`src/rtl/marquee_rx.sv`:
```
// Receive-side decoder for the marquee word stream: rebuilds operands A/B from the
// concatenation word, re-derives OR/AND/XOR and reports mismatches per frame.
module marquee_rx #(
    parameter int W     = 3,
    parameter int CNT_W = 8
) (
    input  logic             clk,
    input  logic             rst,
    input  logic             in_valid,
    output logic             in_ready,
    input  logic             in_sof,
    input  logic [2*W-1:0]   indata,
    output logic             out_valid,
    input  logic             out_ready,
    output logic [W-1:0]     outdataA,
    output logic [W-1:0]     outdataB,
    output logic [2:0]       err_mask,
    output logic             sync_err,
    output logic [CNT_W-1:0] err_cnt
);

    typedef enum logic [1:0] {S0, S1, S2, S3} state_t;

    state_t          state_reg;
    logic [2*W-1:0]  r_or;
    logic [2*W-1:0]  r_and;
    logic [2*W-1:0]  r_xor;
    logic [W-1:0]    a_in;
    logic [W-1:0]    b_in;
    logic [2*W-1:0]  recv_word [3];
    logic [2*W-1:0]  exp_word  [3];
    logic [2:0]      mask_next;
    logic            accept;
    logic            cnt_sat;

    assign a_in = indata[2*W-1:W];
    assign b_in = indata[W-1:0];

    // Logic words are compared over the full 2W bits, so stray upper bits count as errors.
    assign recv_word[0] = r_or;
    assign recv_word[1] = r_and;
    assign recv_word[2] = r_xor;
    assign exp_word[0]  = {{W{1'b0}}, a_in | b_in};
    assign exp_word[1]  = {{W{1'b0}}, a_in & b_in};
    assign exp_word[2]  = {{W{1'b0}}, a_in ^ b_in};

    genvar gi;
    generate
        for (gi = 0; gi < 3; gi++) begin : g_cmp
            assign mask_next[gi] = (recv_word[gi] != exp_word[gi]);
        end
    endgenerate

    // Only stall the concat word when an unconsumed result would be overwritten.
    assign in_ready = !((state_reg == S3) && out_valid && !out_ready);
    assign accept   = in_valid && in_ready;
    assign cnt_sat  = &err_cnt;

    always_ff @(posedge clk or negedge rst) begin
        if (!rst) begin
            state_reg <= S0;
            r_or      <= '0;
            r_and     <= '0;
            r_xor     <= '0;
            out_valid <= 1'b0;
            outdataA  <= '0;
            outdataB  <= '0;
            err_mask  <= '0;
            sync_err  <= 1'b0;
            err_cnt   <= '0;
        end else begin
            sync_err <= 1'b0;
            if (out_valid && out_ready) begin
                out_valid <= 1'b0;
            end
            if (accept) begin
                if (in_sof) begin
                    r_or      <= indata;
                    state_reg <= S1;
                    if (state_reg != S0) begin
                        sync_err <= 1'b1;
                    end
                end else begin
                    case (state_reg)
                        S0: sync_err <= 1'b1;
                        S1: begin
                            r_and     <= indata;
                            state_reg <= S2;
                        end
                        S2: begin
                            r_xor     <= indata;
                            state_reg <= S3;
                        end
                        S3: begin
                            outdataA  <= a_in;
                            outdataB  <= b_in;
                            err_mask  <= mask_next;
                            out_valid <= 1'b1;
                            state_reg <= S0;
                            if ((mask_next != 3'b000) && !cnt_sat) begin
                                err_cnt <= err_cnt + {{(CNT_W-1){1'b0}}, 1'b1};
                            end
                        end
                        default: state_reg <= S0;
                    endcase
                end
            end
        end
    end

endmodule

```
`config.mk`:
```
export PLATFORM = sky130hd
export DESIGN_NAME = marquee_rx
export DESIGN_NICKNAME = d
export VERILOG_FILES = /design/src/rtl/marquee_rx.sv
export SDC_FILE = /design/constraint.sdc
export NUM_CORES = 1
export LEC_CHECK = 0
export ABC_AREA = 0
export BUFFER_PORTS_ARGS = -buffer_cell sky130_fd_sc_hd__buf_2
export CAP_MARGIN = 20
export CELL_PAD_IN_SITES_DETAIL_PLACEMENT = 1
export CELL_PAD_IN_SITES_GLOBAL_PLACEMENT = 1
export CORE_UTILIZATION = 39
export CTS_CLUSTER_SIZE = 24
export DETAILED_ROUTE_END_ITERATION = 8
export GPL_ROUTABILITY_DRIVEN = 1
export PLACE_DENSITY_LB_ADDON = 0.08
export SYNTH_ARGS = -nofsm -noshare
export SYNTH_HDL_FRONTEND = slang
export SYNTH_SLANG_ARGS = --single-unit
export TNS_END_PERCENT = 50
```
`constraint.sdc`:
```
create_clock -name clk -period 1.8 [get_ports clk]
set_input_delay 0.36 -clock clk [delete_from_list [all_inputs] [get_ports clk]]
set_output_delay 0.36 -clock clk [all_outputs]
set_load 0.005 [all_outputs]
```
## Word level (Yosys, flattened, before mapping)

Cells that the tools add are included.

| cells by class | value |
|---|---|
| add/sub/neg operators | 1 |
| equal/unequal tests | 6 |
| mux-type cells | 10 |
| bitwise gates (word level) | 4 |
| reduce and logical (&&, ||, !) cells | 19 |

Operators with widths:

| kind | count |
|---|---|
| $ne 6x3->1 | 3 |
| $reduce_and 3->1 | 3 |
| $add 8x1->8 const B | 1 |
| $mux 1 | 8 |
| $reduce_and 8->1 | 1 |
| $pmux 2 s3 | 1 |
| $logic_and 1x1->1 | 5 |
| $eq 2x2->1 const B | 2 |
| $reduce_and 2->1 | 2 |
| $reduce_and 4->1 | 1 |
| $reduce_bool 4->1 | 1 |
| $and 3x3->3 | 1 |
| $logic_not 1->1 | 3 |
| $or 3x3->3 | 1 |
| $reduce_bool 3->1 | 1 |
| $xor 3x3->3 | 1 |
| $eq 2x1->1 const B | 1 |
| $logic_not 2->1 | 1 |
| $mux 2 | 1 |
| $reduce_bool 2->1 | 1 |
| $not 1->1 | 1 |

| storage, ports and cells | value |
|---|---|
| register bits after elaboration | 39 |
| bits of input ports | 11 |
| output and inout port bits | 20 |
| word-level logic and storage cells | 50 |

## Logic depth before layout (Yosys ltp)

Gate-level depths: netlist of run 1.

| logic depth | value |
|---|---|
| depth after elaboration | 6 |
| mapped depth | 7 |
| mapped depth without buffers | 7 |

## Worst setup path before layout of run 1

OpenSTA, ideal clock, no wires.

| timing | value |
|---|---|
| path kind | input-to-reg |
| from | in indata[0] |
| to | reg err_cnt[1] |
| library setup time | 0.125 ns |
| arrival | 1.677 ns |
| data required time | 1.675 ns |
| path slack | -0.002 ns |
| stages | 7 |
| path buffers | 0 |
| cell sequence | inv_1 > ha_1 > xnor2_1 > nand4_1 > nor3_4 > nor2_2 > mux2_4 |

| on the way | value |
|---|---|
| longest elaborated chain between the ends | 5 |
| elaborated cells between the ends (all ways) | 9 |
| those cells by class | eq/ne: 3; bitwise: 3; reduce/logical: 3 |

Ends and longest elaborated chain:

| item | line | text |
|---|---|---|
| start: declaration | 12 | `input logic [2*W-1:0] indata,` |
| $or 3x3->3, or another cell as far along | 43 | `assign exp_word[0] = {{W{1'b0}}, a_in \| b_in};` |
| $ne 6x3->1 | 50 | `assign mask_next[gi] = (recv_word[gi] != exp_word[gi]);` |
| $reduce_bool 3->1 * | 100 | `if ((mask_next != 3'b000) && !cnt_sat) begin` |
| $logic_and 1x1->1 * | 100 |  |
| $reduce_and 4->1 (no line) * | n/a |  |
| end signal: assignment | 101 | `err_cnt <= err_cnt + {{(CNT_W-1){1'b0}}, 1'b1};` |
| end: declaration | 19 | `output logic [CNT_W-1:0] err_cnt` |

Mark *: on every way between the ends. The rest lies on a longest branch, timed or not.
A chain may end at the register's enable or synchronous reset.

## Worst setup path after layout of run 1

| timing | value |
|---|---|
| from | in indata[1] |
| to | reg err_cnt[1] |

Same word-level chain as after synthesis.

==> results.yml, run 1 <==
outcome:
  outcome: "complete, but fails checks"
  violations: "DRC"
cts:
  worstSkewPairLatency_ns: 0.29
  cts_made_buffers: 5
  cts.clk_slew.worst_paths_ns: 0.07
  cts_hold_buf: 0
  htreeDepth: 2
  clockBufferDepth: 2
  root_buffer: "clkbuf_8"
  cts_tree: "done"
  clock_sinks: 39
flow_run:
  max_cap_violations: 0
timing:
  finalSetupViolCount: 0
  fin_skew_ns: 0.00962
  fin_crit_sh_pct: 95.9
  fmax_mhz: 579
  hold_viol_final: 0
  rsz0062_at_grt: "true"
  fin_crit_ns: 1.73
  slew_violations: 0
  fin_ws_ns: 0.0731
  worst_pin_slew_ns: 0.499
  max_slew_margin_pct: 66.7
synthesis:
  synth.area.mux_share_pct: 11.8
  yosysSeqAreaShare_pct: 53.0
  synth_edf_count: 0
  synthXorXnorAreaFrac_pct: 8.08
  yosys_warnings: 0
  synth-seq-cells: 39
  synthMostInstantiatedCell: "dfrtp_1"
  synth.top_cell.area_share_pct: 53.0
  netlist_top_cells_area: "dfrtp_1 53%, mux2_2 11%, ha_1 8.2%"
  syn_area_per_cell_um2: 11.9
  netlist_instances: 155
  syn_area_mm2: 0.00184
  ys_async_sr_fraction_pct: 100
  synth_cell_type_count: 27
  synth_top_family_by_area: "simple AND/OR/NAND/NOR gates"
  yosys.area_share.simple_pct: 13.5
  synth_compound_area_share_pct: 3.19
  synth_common_cells: "39 x dfrtp_1, 18 x mux2_2, 12 x ha_1, 12 x nand2_1, 12 x nor2_1"
  synth_top_cell_by_area: "dfrtp_1"
  syn_nets: 178
  synth-adder-area-share_pct: 8.15
  ys.flop_type: "dfrtp_1"
cells_and_area:
  drive_above_1_share_pct: 42.3
  largest_reg_flops: 8
  antennaDiodeCount: 0
  n_fill_cell: 502
  nets: 232
  final_area_mm2: 0.00234
  area_delta_synth_final_pct: 26.9
  top_register: "err_cnt"
global_routing:
  grt_use_total_pct: 20.1
  antenna_found_initial: 0
  grt_pass1_vias: 1499
  grt_max_degree: 40
  grt_pass1_wl_um: 7560
  grt-ovfl-total: 0
place:
  place_congestion: 0.736
  dp_hpwl_um: 3280
  dpl-instance-area_mm2: 0.00218
  port_buffers: 30
  pre_cts_ws_ns: -0.309
route:
  viasPerCell: 5.16
  avgRoutedWirePerCell_um: 17.1
  vias: 1342
  drc: 6
  ant_nets: 0
  drtIter0Drc: 30
  drtPass1Iterations: 6
  wirelength_um: 4440
die:
  die_w_um: 70.7
  die_h_um: 70.7
  die_area_mm2: 0.00500
  pin_count: 31
  core.rowCount: 24
  initial_core_util_pct: 41.4
  core_area_mm2: 0.00444
worst_setup_path:
  cp.arrival_ns: 1.90
  timing_worst_setup_path_type: "in2reg"
  crit_fanout: 4
  r2r_setup_slack_ns: 0.12
  rr_startpoint: "r_or[5]$_DFFE_PN0P_"
  cp.required_ns: 1.97
  crit_path_end_kind: "flop"
  critPathLaunchType: "input port"
  r2r_cells: 5
  r2r_end: "err_cnt[1]$_DFFE_PN0P_"
power:
  irDropWorstVdd_uv: 763
  power_mw: 2.98
  powerDensity_mw_per_mm2: 1280
  leakage_nw: 1.16
worst_hold_path:
  min_path_type: "in2async"
[metal layers]
metal  GRT usage (%)  share of wire (%)  up-vias
met1            26.7                 46      675
met3            4.27                2.8        6
met5               0                  0        -
met2            33.4                 50       30
met4            5.33                1.1        0
li1                -                  -      631
[cell families (layout without fill, tap and decap cells)]
family / after synthesis / in the layout
AOI/OAI and AO/OA: 10 / 10
DFF: 39 / 39
buffers and inverters: 11 / 64
muxes: 19 / 19
and+or+nand+nor: 47 / 47
adders and majority gates: 12 / 12
xor gates and xnor gates: 17 / 17
[power breakdown]
group / switching, mW / total [mW] / internal, mW / leakage, nW
clock: 0.293 / 0.551 / 0.259 / 0.0371
combinational: 0.453 / 1.01 / 0.558 / 0.649
sequential: 0.225 / 1.42 / 1.20 / 0.478
[critical path, stage by stage]
cell and delay [ns]:
buf_2 0.09, inv_1 0.05, ha_1 0.30, xnor2_1 0.17, nand4_1 0.21, nor3_4 0.30
nor2_2 0.10, mux2_4 0.31
[layout by cell type, fill, tap and decap left out, types with 5 or more instances in the layout]
cell type  synthesis  routed
dfrtp_1           39      39
buf_2              1      30
mux2_2            18      18
buf_4              0      18
nor2_1            12      11
nand2_1           12      10
xor2_1            10      10
inv_1              9       9
ha_1              12       9
o21ai_0            7       7
nor3_1             5       5
clkbuf_8           0       5
[worst max-delay path by stage]
stage	start	end	slack, ns	cells after the start
6_report	indata[1]	err_cnt[1]$_DFFE_PN0P_	0.07	8
4_1_cts	state_reg[1]$_DFFE_PN0P_	r_and[3]$_DFFE_PN0P_	0.007	6
5_1_grt	indata[0]	err_cnt[1]$_DFFE_PN0P_	-0.003	8
3_5_place_dp	indata[0]	err_cnt[6]$_DFFE_PN0P_	-0.31	9
2_1_floorplan	indata[0]	err_cnt[1]$_DFFE_PN0P_	0.02	7
3_3_place_gp	indata[0]	err_cnt[7]$_DFFE_PN0P_	-0.25	9
[stage by stage]
| step | cells | utilization (%) | hold slack [ns] | TNS, ns |
|---|---|---|---|---|
| after global placement | 252 | 49.0 | 0.446 | -1.70 |
| after floorplan | 155 | - | 0.0644 | 0 |
| after CTS | 259 | 50.9 | 0.142 | 0 |
| after global routing | 260 | 52.6 | 0.171 | -0.00400 |
| after detailed placement | 252 | 49.0 | 0.450 | -2.03 |
| final | 260 | 52.6 | 0.119 | 0 |
[area by class of cell]
class | instances | area, um^2 | share of cell area (%)
inverter | 9 | 33.8 | 1.45
timing repair buffer | 49 | 297 | 12.7
clock buffer | 6 | 72.6 | 3.10
tap | 52 | 65.1 | 2.78
sequential | 39 | 976 | 41.8
multi-input combinational | 105 | 893 | 38.2
[repair_timing]
item / CTS / global route
pin swaps: 1 / 8
setup endpoints to repair: 1 / 19
buffers inserted: 1 / 1
resized for setup: 1 / 11
Note: power is estimated with default switching activity, not from simulation.
==> run 2, diff against run 1 <==
--- a/config.mk
+++ b/config.mk
@@ -10,6 +10,7 @@
 export CAP_MARGIN = 20
 export CELL_PAD_IN_SITES_DETAIL_PLACEMENT = 1
 export CELL_PAD_IN_SITES_GLOBAL_PLACEMENT = 1
+export CORE_MARGIN = 2
 export CORE_UTILIZATION = 39
 export CTS_CLUSTER_SIZE = 24
 export DETAILED_ROUTE_END_ITERATION = 8
==> constraint.sdc (replaced) <==
create_clock -name clk -period 2 [get_ports clk]
set_input_delay 0.4 -clock clk [delete_from_list [all_inputs] [get_ports clk]]
set_output_delay 0.4 -clock clk [all_outputs]
set_load 0.005 [all_outputs]
==> results.yml, run 2 (same netlist as run 1, synthesis figures left out) <==
die:
  pin_count: 31
  die_h_um: 72.7
  die_area_mm2: 0.00529
  initial_core_util_pct: 39.8
  core_area_mm2: 0.00463
  core.rowCount: 25
  die_w_um: 72.7
worst_hold_path:
  min_path_type: "in2async"
cells_and_area:
  top_register: "err_cnt"
  antennaDiodeCount: 0
  multi_input_area_um2: 823
  n_fill_cell: 533
  area_delta_synth_final_pct: 20.8
  largest_reg_flops: 8
  final_common_cell: "dfrtp_1"
  seq_area_um2: 976
  nets: 225
  final_cell_count_no_fill: 257
  drive_above_1_share_pct: 36.0
  mostFrequentLayoutCells: "39 x dfrtp_1, 30 x buf_2, 18 x mux2_2"
  final_area_mm2: 0.00222
worst_setup_path:
  critPathLaunchType: "flop"
  r2r_cells: 6
  cp.required_ns: 2.17
  crit_fanout: 6
  timing_worst_setup_path_type: "reg2reg"
  cp.arrival_ns: 2.00
  crit_path_end_kind: "flop"
timing:
  hold_viol_final: 0
  fmax_mhz: 548
  fin_crit_ns: 1.82
  fin_crit_sh_pct: 91.2
  fin_ws_ns: 0.175
  finalSetupViolCount: 0
  fin_skew_ns: 0.0120
  worst_pin_slew_ns: 0.512
  hold_slack_ns: 0.151
  rsz0062_at_grt: "false"
  slew_violations: 0
  max_slew_margin_pct: 65.9
global_routing:
  grt-ovfl-total: 0
  grt_max_degree: 40
  grt_pass1_vias: 1407
  grt_pass1_wl_um: 6830
  antenna_found_initial: 0
  grt_use_total_pct: 17.5
outcome:
  outcome: "finished clean"
flow_run:
  max_cap_violations: 0
cts:
  clockBufferDepth: 2
  cts.clk_slew.worst_paths_ns: 0.08
  clock_sinks: 39
  ctsResizeCount: 0
  htreeDepth: 2
  cts_made_buffers: 5
  postCtsSetupRepairBufs: 0
  cts_tree: "done"
  cts_hold_buf: 0
  worstSkewPairLatency_ns: 0.30
  root_buffer: "clkbuf_8"
route:
  wirelength_um: 4160
  avgRoutedWirePerCell_um: 16.2
  drtIter0Drc: 12
  vias: 1282
  drc: 0
  ant_nets: 0
  drtPass1Iterations: 4
  viasPerCell: 4.99
place:
  port_buffers: 30
  pre_cts_ws_ns: -0.132
  dpl-instance-area_mm2: 0.00214
  dp_cells: 249
  dp_hpwl_um: 3210
  place_congestion: 0.807
power:
  leakage_nw: 1.12
  irDropWorstVdd_uv: 497
  powerDensity_mw_per_mm2: 1170
  power_mw: 2.61
## run 2: worst max-delay path: stages, from the launching register on
cell      delay, ns
dfrtp_1        0.44
ha_1           0.26
nand3b_1       0.13
nand2_1        0.11
nor2_1         0.17
nand2_1        0.25
mux2_2         0.34
## run 2: area by class of cell
| class | instances | area share, % |
|---|---|---|
| tap | 54 | 3.04 |
| clock buffer | 5 | 3.09 |
| timing repair buffer | 42 | 10.8 |
| sequential | 39 | 43.9 |
| multi-input combinational | 105 | 37.0 |
| inverter | 9 | 1.52 |
| clock inverter | 3 | 0.675 |
## run 2: worst paths after layout
check	to	from	slack, ns
worst max register to register	r_and[0]$_DFFE_PN0P_	state_reg[0]$_DFFE_PN0P_	0.18
worst max-delay path	r_and[0]$_DFFE_PN0P_	state_reg[0]$_DFFE_PN0P_	0.18
worst min register to register	err_cnt[6]$_DFFE_PN0P_	err_cnt[6]$_DFFE_PN0P_	0.50
min in group clk	sync_err$_DFF_PN0_	in_valid	0.40
max in group asynchronous	r_xor[0]$_DFFE_PN0P_	rst	1.48
worst min-delay path	sync_err$_DFF_PN0_	rst	0.15
## run 2: per-layer routing
layer  wire length (um)  GRT usage, %
met5                  0             0
met4                 64          6.17
met3                178          5.11
met2               2190          31.5
met1               1730          19.6
## run 2: stage by stage
| stage | utilization (%) | TNS [ns] |
|---|---|---|
| 4_1_cts | 48.1 | 0 |
| 3_5_place_dp | 46.2 | -0.884 |
| 5_1_grt | 48.1 | 0 |
| 6_report | 48.1 | 0 |
| 2_1_floorplan | - | 0 |
| 3_3_place_gp | 46.2 | -0.376 |
## run 2: power by group
| group | switching (mW) | internal [mW] | total [mW] |
|---|---|---|---|
| registers | 0.196 | 1.08 | 1.27 |
| clock network | 0.281 | 0.239 | 0.520 |
| logic | 0.370 | 0.452 | 0.822 |
| total | 0.847 | 1.77 | 2.61 |
